[src/rtl/c_drive_sync_rx.sv]
// c_drive_sync_rx: clocked consumer end of a two-phase drive/free micropipeline.
// Synchronises i_drive tokens into clk, buffers the bundled data in a small FIFO,
// presents a valid/ready stream and returns o_free toggles as credit.
//
// Credit bookkeeping: free_pend is set only when a push fills the FIFO, and it is
// cleared only by a pop. Therefore count == DEPTH always implies free_pend == 1.
// A push and a pop at full therefore return exactly one credit (the withheld one)
// and withhold the new one.
module c_drive_sync_rx #(
    parameter int DATA_W      = 8,
    parameter int DEPTH       = 4,
    parameter int SYNC_STAGES = 2
) (
    input  logic                     clk,
    input  logic                     rst,
    input  logic                     i_drive,
    input  logic [DATA_W-1:0]        i_data,
    output logic                     o_free,
    output logic                     o_valid,
    output logic [DATA_W-1:0]        o_data,
    input  logic                     i_ready,
    output logic [$clog2(DEPTH):0]   o_count,
    output logic                     o_overflow
);

    localparam int PTR_W = $clog2(DEPTH);
    localparam int CNT_W = PTR_W + 1;
    localparam logic [CNT_W-1:0] FULL_CNT = CNT_W'(DEPTH);

    logic [SYNC_STAGES-1:0] sync_q, sync_d;
    logic                   drv_q, drv_d;
    logic [PTR_W-1:0]       wptr_q, wptr_d;
    logic [PTR_W-1:0]       rptr_q, rptr_d;
    logic [CNT_W-1:0]       count_q, count_d;
    logic                   free_pend_q, free_pend_d;
    logic                   free_q, free_d;
    logic                   valid_q, valid_d;
    logic                   ovf_q, ovf_d;
    logic [DATA_W-1:0]      mem_q [DEPTH];

    logic sync_last;
    logic tok;
    logic full;
    logic push;
    logic pop;
    logic ovf_hit;

    // Next-state logic: token detect, push/pop arbitration, occupancy and credit return.
    always_comb begin
        sync_d      = {sync_q[SYNC_STAGES-2:0], i_drive};
        sync_last   = sync_q[SYNC_STAGES-1];
        drv_d       = sync_last;
        tok         = sync_last ^ drv_q;
        full        = (count_q == FULL_CNT);
        pop         = valid_q & i_ready;
        // A full FIFO can still accept a token if a pop frees the slot on the same edge.
        push        = tok & (~full | pop);
        ovf_hit     = tok & full & ~pop;

        wptr_d      = push ? wptr_q + PTR_W'(1) : wptr_q;
        rptr_d      = pop  ? rptr_q + PTR_W'(1) : rptr_q;

        count_d     = count_q;
        case ({push, pop})
            2'b10:   count_d = count_q + CNT_W'(1);
            2'b01:   count_d = count_q - CNT_W'(1);
            default: count_d = count_q;
        endcase

        free_d      = free_q ^ ((push & (count_d < FULL_CNT)) | (free_pend_q & pop));
        free_pend_d = (free_pend_q & ~pop) | (push & (count_d == FULL_CNT));
        valid_d     = (count_d != '0);
        ovf_d       = ovf_q | ovf_hit;
    end

    // Control state with synchronous active-low reset.
    always_ff @(posedge clk) begin
        if (!rst) begin
            sync_q      <= '0;
            drv_q       <= 1'b0;
            wptr_q      <= '0;
            rptr_q      <= '0;
            count_q     <= '0;
            free_pend_q <= 1'b0;
            free_q      <= 1'b0;
            valid_q     <= 1'b0;
            ovf_q       <= 1'b0;
        end else begin
            sync_q      <= sync_d;
            drv_q       <= drv_d;
            wptr_q      <= wptr_d;
            rptr_q      <= rptr_d;
            count_q     <= count_d;
            free_pend_q <= free_pend_d;
            free_q      <= free_d;
            valid_q     <= valid_d;
            ovf_q       <= ovf_d;
        end
    end

    // FIFO storage; contents need no reset because valid/count gate their use.
    always_ff @(posedge clk) begin
        if (push) begin
            mem_q[wptr_q] <= i_data;
        end
    end

    assign o_free     = free_q;
    assign o_valid    = valid_q;
    assign o_data     = mem_q[rptr_q];
    assign o_count    = count_q;
    assign o_overflow = ovf_q;

endmodule
[config.mk]
export PLATFORM = sky130hd
export DESIGN_NAME = c_drive_sync_rx
export DESIGN_NICKNAME = d
export VERILOG_FILES = /design/src/rtl/c_drive_sync_rx.sv
export SDC_FILE = /design/constraint.sdc
export NUM_CORES = 1
export LEC_CHECK = 0
export CORE_UTILIZATION = 55
export CTS_CLUSTER_SIZE = 30
export DETAILED_ROUTE_END_ITERATION = 12
export PLACE_DENSITY = 0.78
export SLEW_MARGIN = 20
export SYNTH_ARGS = -nofsm -noshare
export SYNTH_HDL_FRONTEND = slang
export SYNTH_SLANG_ARGS = --single-unit
[constraint.sdc]
create_clock -name clk -period 4 [get_ports clk]
set_input_delay 0.4 -clock clk [delete_from_list [all_inputs] [get_ports clk]]
set_output_delay 0.4 -clock clk [all_outputs]
set_load 0.03 [all_outputs]
==> summary.md, run 1 <==
| Metric | Value |
|---|---|
| Status | finished clean |
| Drt wl/cell | 16.3 µm |
| Site Rows | 21 |
| Top Family by Delay on Critical Path | XOR/XNOR gates |
| Worst EP required | 4.24 ns |
| Starting density of the core | 59.0% |
| Die Wd | 62.8 µm |
| Min cycle time layout | 2.61 ns |
| Hold path start | sync_q[0] |
| Num CTS Buffers | 5 |
| Grt total ovfl | 0 |
| Final period util | 65.1% |
| Post-synthesis sequential area ratio | 63.1% |
| Post_cts resized | 0 |
| # DRC | 0 |
| Crit path capture | o_free |
| Worst IR drop on VDD | 262 µV |
| First-pass detailed-route iteration total | 4 |
| CP cell instances | xnor2_2 -> nand2_1 -> fa_1 -> nand2b_1 -> o32a_1 -> o21ai_2 -> xor2_1 -> and2_1 |
| Uppermost layer routed | met4 |
| Syn Nets | 155 |
| Final Hold Vio Count | 0 |
| CTS Root Cell | clkbuf_8 |
| Die ar. | 3940 µm² |
| Detail Route met3 WL | 206 µm |
| Ports | 26 |
| WP depth | 8 |
| Crit path DAT | 2.85 ns |
| N_diodes | 0 |
| Worst slew margin | 56.3% |
| Clk slew on worst S/H paths | 0.08 ns |
| Initial antenna violation count | 0 |
| Crit Reg-Reg Startpoint | drv_q |
| Fraction of registers with async set/reset | 0% |
| Kind of critical path | reg -> reg |
| Antenna-violating nets left | 0 |
| CP startpoint | drv_q |
| Nets | 180 |
| Clock sink count | 48 |
| Top cell type by total area after synthesis | edfxtp_1 |
| DR WL met2 | 1760 µm |
| H-tree levels | 2 |
| Max-cap violation count | 0 |
| Post-CTS Setup Bufs | 0 |
| Vias | 1191 |
| Routed vias/inst | 5.67 |
| Clk_lat worst skew | 0.29 ns |
| Syn avg cell area | 14.7 µm² |
| Largest net degree at the start of global routing | 16 |
| Worst hold margin | 0.439 ns |
| Crit-path max FO | 12 |
| Setup TNS | 0 ns |
| GP Congestion | 0.818 |
| Area Overhead vs Synth | 17.1% |
| Vias in the first global route | 1238 |
| CTS Hold Buffers Added | 0 |
| Post-detail-place hpwl | 2350 µm |
| RSZ-0062 raised after global routing | no |
| Synth Warn # | 0 |
| Die Y | 62.8 µm |
| Reg2Reg Depth | 8 |
| Reg2Reg Capture Point | o_free |
| GR Util All Layers | 19.6% |
| Slew Limit Fails | 0 |
| Synth cell types | 40 |
| Mapped Cells | 138 |
| Commonest non-fill, non-tap cells in the layout | edfxtp_1, clkdlybuf4s50_1, dfxtp_1 |
| DRT Wirelength | 3430 µm |
| Crit. End Element | register |
| Wl on met1 | 1410 µm |
| PwrDens | 435 nW/µm² |
| CP Launch Type | register |
| Total core area | 3440 µm² |
| TritonCTS clock tree | yes |
| Area of the mapped netlist | 2030 µm² |
| Clock Tree Buf Depth | 2 |
| Slowest Stage Delay on Critical Path | 0.55 ns |
| Commonest non-fill, non-tap cell in the layout | edfxtp_1 |
| LEAKAGE | 0.817 nW |
| Fmax | 0.384 GHz |
| Clock Skews | 0.00762 ns |
| Crit-path slowest cell | xnor2_2 |
| Fill count | 232 |
| Post-synthesis register bit count | 48 |
| Share of the synthesized area in the top cell type | 47.3% |
| Worst Max-Slew Pin Slew | 0.652 ns |
| Share of layout cells above drive strength 1 | 12.8% |
| Worst min-delay path category | reg -> reg |
| Critical path buffer and inverter count | 0 |
| IO buf count | 25 |
| Synth top area cells | edfxtp_1, dfxtp_1, mux4_2 |
| Number of synthesized flops with an enable pin | 32 |
| # setup viols final | 0 |
| Iter 0 DRT Violations | 98 |
| Reg-to-reg slack, setup | 1.39 ns |
| Most used DFF post-synth | edfxtp_1 |
| First-pass GRT wire length | 5710 µm |
[layout make-up]
type	instances	area [µm²]	share of cell area, %
multi-input combinational	79	691	29.1
tap	46	57.6	2.42
clock buffer	5	68.8	2.89
clock inverter	3	13.8	0.579
sequential	48	1280	53.9
timing repair buffer	25	250	10.5
inverter	4	15.0	0.632
[synth_stat cells, types with 2 or more instances]
library cell / n
edfxtp_1: 32
mux4_2: 8
ha_1: 4
buf_4: 2
o21ai_1: 4
dfxtp_1: 16
a31oi_1: 2
o31ai_1: 2
and3_1: 2
a21oi_1: 4
nor2b_1: 3
nand2_1: 9
and2_1: 12
buf_2: 2
o211a_1: 2
xnor2_1: 4
inv_1: 4
nor2_1: 4
[per-layer routing]
metal	up-vias	track usage (%)
met2	44	32.5
met3	7	4.74
met5	-	0
li1	559	-
met4	0	9.88
met1	581	23.8
[cell families after synthesis]
kind of cell,Yosys count,share of synthesized area [%]
DFF,48,63.1
AOI/OAI and AO/OA,22,8.19
xor gates and xnor gates,6,2.96
and+or+nand+nor,38,10.5
adders and majority gates,5,3.45
buffers and inverters,11,2.90
muxes,8,8.87
[sequential cells by signal, summed over array words and instances, names as in the netlist, named ones only]
name	count
mem_q	32
o_count	3
rptr_q	2
sync_q	2
wptr_q	2
drv_q	1
free_pend_q	1
o_free	1
o_overflow	1
o_valid	1
[worst register-to-register path: cells and delay by family (launching register included)]
| kind | cells | cell delay [ns] |
|---|---|---|
| AND/OR/NAND/NOR | 3 | 0.57 |
| AO/OA/AOI/OAI | 2 | 0.45 |
| XOR/XNOR | 2 | 0.69 |
| adder cells (fa/ha/maj) | 1 | 0.51 |
| flip-flops | 1 | 0.34 |
[power by group]
group / internal [mW] / total (mW) / switching, mW
Combinational: 0.0906 / 0.194 / 0.103
Clock: 0.119 / 0.264 / 0.145
Sequential: 0.549 / 0.575 / 0.0265
Total: 0.758 / 1.03 / 0.275
[how the worst min path moves through the flow]
stage,end,cells after the start
2_1_floorplan,sync_q[1],1
3_3_place_gp,sync_q[1],1
3_5_place_dp,sync_q[1],1
4_1_cts,sync_q[1],1
5_1_grt,sync_q[1],1
6_report,sync_q[1],1
[stage by stage]
stage	setup WS (ns)	std cells	util (%)	area [µm²]	power (mW)
2_1_floorplan	1.68	138	-	2030	0.716
3_3_place_gp	1.34	202	66.7	2290	0.772
3_5_place_dp	1.26	202	66.7	2290	0.779
4_1_cts	1.38	210	69.1	2380	1.04
5_1_grt	1.24	210	69.1	2380	1.07
6_report	1.39	210	69.1	2380	1.03
Power figures use the tool's default switching activity.
==> run 2, diff against run 1 <==
--- a/config.mk
+++ b/config.mk
@@ -5,10 +5,10 @@
 export SDC_FILE = /design/constraint.sdc
 export NUM_CORES = 1
 export LEC_CHECK = 0
-export CORE_UTILIZATION = 55
+export CORE_UTILIZATION = 54
 export CTS_CLUSTER_SIZE = 30
 export DETAILED_ROUTE_END_ITERATION = 12
-export PLACE_DENSITY = 0.78
+export PLACE_DENSITY = 0.77
 export SLEW_MARGIN = 20
 export SYNTH_ARGS = -nofsm -noshare
 export SYNTH_HDL_FRONTEND = slang
==> constraint.sdc (replaced) <==
create_clock -name clk -period 2.57 [get_ports clk]
set_input_delay 0.257 -clock clk [delete_from_list [all_inputs] [get_ports clk]]
set_output_delay 0.257 -clock clk [all_outputs]
set_load 0.03 [all_outputs]
==> summary.md, run 2 (same netlist as run 1, synthesis figures left out) <==
| Metric | Value |
|---|---|
| Clock power frac | 30.0% |
| Commonest non-fill, non-tap cells in the layout | edfxtp_1, clkdlybuf4s50_1, dfxtp_1 |
| First-pass detailed-route iteration total | 4 |
| Detail Route met3 WL | 182 µm |
| Worst EP required | 2.31 ns |
| Drt wl/cell | 15.7 µm |
| Internal power | 1.29 mW |
| Initial antenna violation count | 0 |
| # DRC | 0 |
| Fill count | 263 |
| Site Rows | 21 |
| Wl on met1 | 1580 µm |
| N_diodes | 0 |
| Crit. End Element | primary output |
| Clock sink count | 48 |
| Post_cts resized | 0 |
| Biggest register | mem_q |
| Kind of critical path | reg -> out |
| CP cell instances | buf_4 -> mux4_2 -> clkdlybuf4s50_1 |
| Area Overhead vs Synth | 20.1% |
| Ports | 26 |
| First-pass GRT wire length | 5640 µm |
| Status | finished clean |
| GR Util All Layers | 19.1% |
| Logic pwr share | 18.7% |
| Die Wd | 63.3 µm |
| H-tree levels | 2 |
| Clock Tree Buf Depth | 2 |
| Sw Ratio | 25.1% |
| Iter 0 DRT Violations | 52 |
| Sequential power share | 51.4% |
| Clock Skews | 0.00439 ns |
| RSZ-0062 raised after global routing | no |
| Nets | 185 |
| Worst min-delay path category | reg -> reg |
| Worst slew margin | 65.0% |
| Starting density of the core | 58.5% |
| Worst Max-Slew Pin Slew | 0.524 ns |
| Max-cap violation count | 0 |
| Crit-path slowest cell | clkdlybuf4s50_1 |
| Placed cells | 207 |
| Worst IR drop on VDD | 641 µV |
| Crit-path max FO | 8 |
| Post-CTS Setup Bufs | 0 |
| Vias in the first global route | 1196 |
| Num CTS Buffers | 5 |
| DR WL met2 | 1580 µm |
| Total core area | 3470 µm² |
| Max reg flops | 32 |
| Clk slew on worst S/H paths | 0.08 ns |
| GP Congestion | 0.863 |
| Post-Layout Cell Count | 215 |
| CTS Hold Buffers Added | 0 |
| # setup viols final | 0 |
| Die ar. | 4010 µm² |
| Min cycle time layout | 2.19 ns |
| CTS Root Cell | clkbuf_8 |
| Crit path DAT | 1.94 ns |
| CP Launch Type | register |
| Final period util | 85.3% |
| Vias | 1163 |
| Largest net degree at the start of global routing | 16 |
| Commonest non-fill, non-tap cell in the layout | edfxtp_1 |
| Final Hold Vio Count | 0 |
| Uppermost layer routed | met4 |
| Slowest Stage Delay on Critical Path | 0.60 ns |
| Grt total ovfl | 0 |
| LEAKAGE | 0.851 nW |
| Antenna-violating nets left | 0 |
| Share of layout cells above drive strength 1 | 15.4% |
| PwrDens | 708 nW/µm² |
| Routed vias/inst | 5.41 |
| Die Y | 63.3 µm |
| IO buf count | 25 |
| Switching power | 0.433 mW |
| Slew Limit Fails | 0 |
| Post-detail-place hpwl | 2310 µm |
| Setup TNS | 0 ns |
| TritonCTS clock tree | yes |
| Post-layout utilization of the core | 70.3% |
| Worst hold margin | 0.458 ns |
| Fmax | 0.456 GHz |
| DRT Wirelength | 3370 µm |
| Clk_lat worst skew | 0.29 ns |
| Total power | 1.73 mW |
run 2: cell types whose count changed in the layout (fill, tap and decap cells not counted), sizes merged:
cell    previous run  this run
clkinv             3         1
clkbuf             5         6
bufinv             0         1
buf                0         5
run 2: power by group through the flow:
stage	clock network, mW	logic (mW)	registers [mW]
6_report	0.517	0.323	0.887
3_5_place_dp	0	0.322	0.904
2_1_floorplan	0	0.203	0.912
4_1_cts	0.531	0.325	0.886
5_1_grt	0.565	0.347	0.891
3_3_place_gp	0	0.314	0.901
run 2: stage by stage:
step | area [µm²] | setup slack (ns)
2_1_floorplan | 2030 | 0.255
3_3_place_gp | 2330 | 0.224
3_5_place_dp | 2330 | 0.134
4_1_cts | 2440 | 0.348
5_1_grt | 2440 | 0.281
6_report | 2440 | 0.378
run 2: layout make-up:
cell class,instances,area [µm²],share of cell area [%]
Tap cell,46,57.6,2.36
Multi-Input combinational cell,79,691,28.3
Inverter,4,15.0,0.615
Timing Repair Buffer,30,288,11.8
Clock inverter,2,35.0,1.44
Sequential cell,48,1280,52.5
Clock buffer,6,72.6,2.97
run 2: worst max-delay path, delay by kind of cell (launching register included):
family	cells	cell delay (ns)
muxes	1	0.53
DFF	1	0.31
buffers and inverters	2	0.80
run 2: final timing paths:
| check | start | endpoint | slack [ns] | cells after the start |
|---|---|---|---|---|
| max reg2reg | o_count[0] | o_free | 0.42 | 7 |
| max | register | o_data[5] | 0.38 | 3 |
| min reg2reg | sync_q[0] | sync_q[1] | 0.46 | 1 |
| min | sync_q[0] | sync_q[1] | 0.46 | 1 |
run 2: per-layer routing:
metal | GRT usage (%) | vias to the layer above
met4 | 4.83 | 0
met1 | 24.9 | 557
li1 | - | 569
met3 | 6.34 | 4
met5 | 0 | -
met2 | 30.9 | 33
==> run 3, diff against run 2 <==
--- a/config.mk
+++ b/config.mk
@@ -5,6 +5,7 @@
 export SDC_FILE = /design/constraint.sdc
 export NUM_CORES = 1
 export LEC_CHECK = 0
+export CORE_MARGIN = 8
 export CORE_UTILIZATION = 54
 export CTS_CLUSTER_SIZE = 30
 export DETAILED_ROUTE_END_ITERATION = 12
==> constraint.sdc (replaced) <==
create_clock -name clk -period 2.45 [get_ports clk]
set_input_delay 0.245 -clock clk [delete_from_list [all_inputs] [get_ports clk]]
set_output_delay 0.245 -clock clk [all_outputs]
set_load 0.03 [all_outputs]
==> summary.md, run 3 (same netlist as run 1, synthesis figures left out) <==
| Metric | Value |
|---|---|
| Max reg flops | 32 |
| Vias | 1191 |
| # DRC | 0 |
| Starting density of the core | 55.9% |
| Biggest register | mem_q |
| Global routing usage on met2 | 22.2% |
| Num CTS Buffers | 5 |
| Post-detail-place hpwl | 2550 µm |
| Total power | 1.82 mW |
| Site Rows | 22 |
| Antenna-violating nets left | 0 |
| Total core area | 3630 µm² |
| Worst slew margin | 64.9% |
| GP Congestion | 0.855 |
| Worst EP required | 2.20 ns |
| TritonCTS clock tree | yes |
| LEAKAGE | 0.855 nW |
| Final period util | 90.0% |
| Routed vias/inst | 5.46 |
| IO buf count | 25 |
| Share of layout cells above drive strength 1 | 16.5% |
| N_diodes | 0 |
| Area Overhead vs Synth | 20.8% |
| Worst min-delay path category | reg -> reg |
| Fmax | 0.453 GHz |
| Max-cap violation count | 0 |
| Setup TNS | 0 ns |
| Die Y | 77.3 µm |
| RSZ-0062 raised after global routing | no |
| Crit. End Element | primary output |
| Initial antenna violation count | 0 |
| Commonest non-fill, non-tap cell in the layout | edfxtp_1 |
| Clk_lat worst skew | 0.30 ns |
| Min cycle time layout | 2.21 ns |
| Worst Max-Slew Pin Slew | 0.526 ns |
| Vias in the first global route | 1234 |
| Drt wl/cell | 16.5 µm |
| Nets | 186 |
| Post-Layout Cell Count | 218 |
| Largest net degree at the start of global routing | 16 |
| Grt total ovfl | 0 |
| First-pass detailed-route iteration total | 4 |
| Clock Skews | 0.00612 ns |
| Crit path DAT | 1.96 ns |
| CP Launch Type | register |
| H-tree levels | 2 |
| Reg2Reg Depth | 9 |
| Kind of critical path | reg -> out |
| Clk slew on worst S/H paths | 0.08 ns |
| Commonest non-fill, non-tap cells in the layout | edfxtp_1, clkdlybuf4s50_1, dfxtp_1 |
| Status | finished clean |
| Post-CTS Setup Bufs | 0 |
| Placed cells | 210 |
| Slew Limit Fails | 0 |
| Fill count | 277 |
| GR Util All Layers | 12.8% |
| Crit-path max FO | 8 |
| Die ar. | 5980 µm² |
| Final Hold Vio Count | 0 |
| Met1 Usage GRT | 14.2% |
| CTS Root Cell | clkbuf_8 |
| Clock Tree Buf Depth | 2 |
| Ports | 26 |
| Met3 Use GR | 4.08% |
| Die Wd | 77.3 µm |
| # setup viols final | 0 |
| DRT Wirelength | 3600 µm |
| GRT Max-Usage Layer | met2 |
| Clock sink count | 48 |
| CTS Hold Buffers Added | 0 |
| Hold Path Stages | 1 |
| First-pass GRT wire length | 5980 µm |
| Post_cts resized | 0 |
| Worst IR drop on VDD | 556 µV |
| Iter 0 DRT Violations | 84 |
| PwrDens | 743 nW/µm² |
run 3: cell count changes in the layout (fill, tap and decap cells not counted), sizes merged:
cell / previous run / this run
clkinvlp: 0 / 1
clkbuf: 6 / 5
buf: 5 / 6
run 3: critical path: stages, from the launching register on:
cell	delay (ns)
dfxtp_1	0.32
buf_4	0.20
mux4_2	0.53
clkdlybuf4s50_1	0.62
run 3: power by group:
group | leakage, nW | switching [mW] | internal (mW)
Combinational | 0.381 | 0.185 | 0.161
Clock | 0.0541 | 0.250 | 0.302
Sequential | 0.420 | 0.0284 | 0.896
Total | 0.855 | 0.464 | 1.36
run 3: layout make-up:
cell class              instances  area (µm²)  area share [%]
clock buffers                   5        68.8            2.80
multi-input cells              79         691            28.1
repair buffers                 31         295            12.0
clock inverters                 3        42.5            1.73
flip-flops and latches         48        1280            52.2
well taps                      48        60.1            2.45
inverters                       4        15.0           0.612
run 3: metal layers:
metal  up-vias  wire length (µm)
met5         -                 0
met4         0                38
met2        20              1970
met3         5               111
met1       598              1480
li1        568                 -
run 3: path summary, 6_finish.rpt:
path	from	end	slack, ns
min reg2reg	sync_q[0]	sync_q[1]	0.44
max reg2reg	o_valid	o_free	0.43
min	sync_q[0]	sync_q[1]	0.44
max	register	o_data[7]	0.24
run 3: stage by stage:
stage          setup WS (ns)  cell area, µm²  util, %  hold slack, ns
3_5_place_dp          0.0747            2340     64.5           0.424
5_1_grt                0.156            2450     67.5           0.472
6_report               0.244            2450     67.5           0.439
4_1_cts                0.198            2450     67.5           0.444
2_1_floorplan          0.135            2030        -           0.344
3_3_place_gp           0.159            2340     64.5           0.421
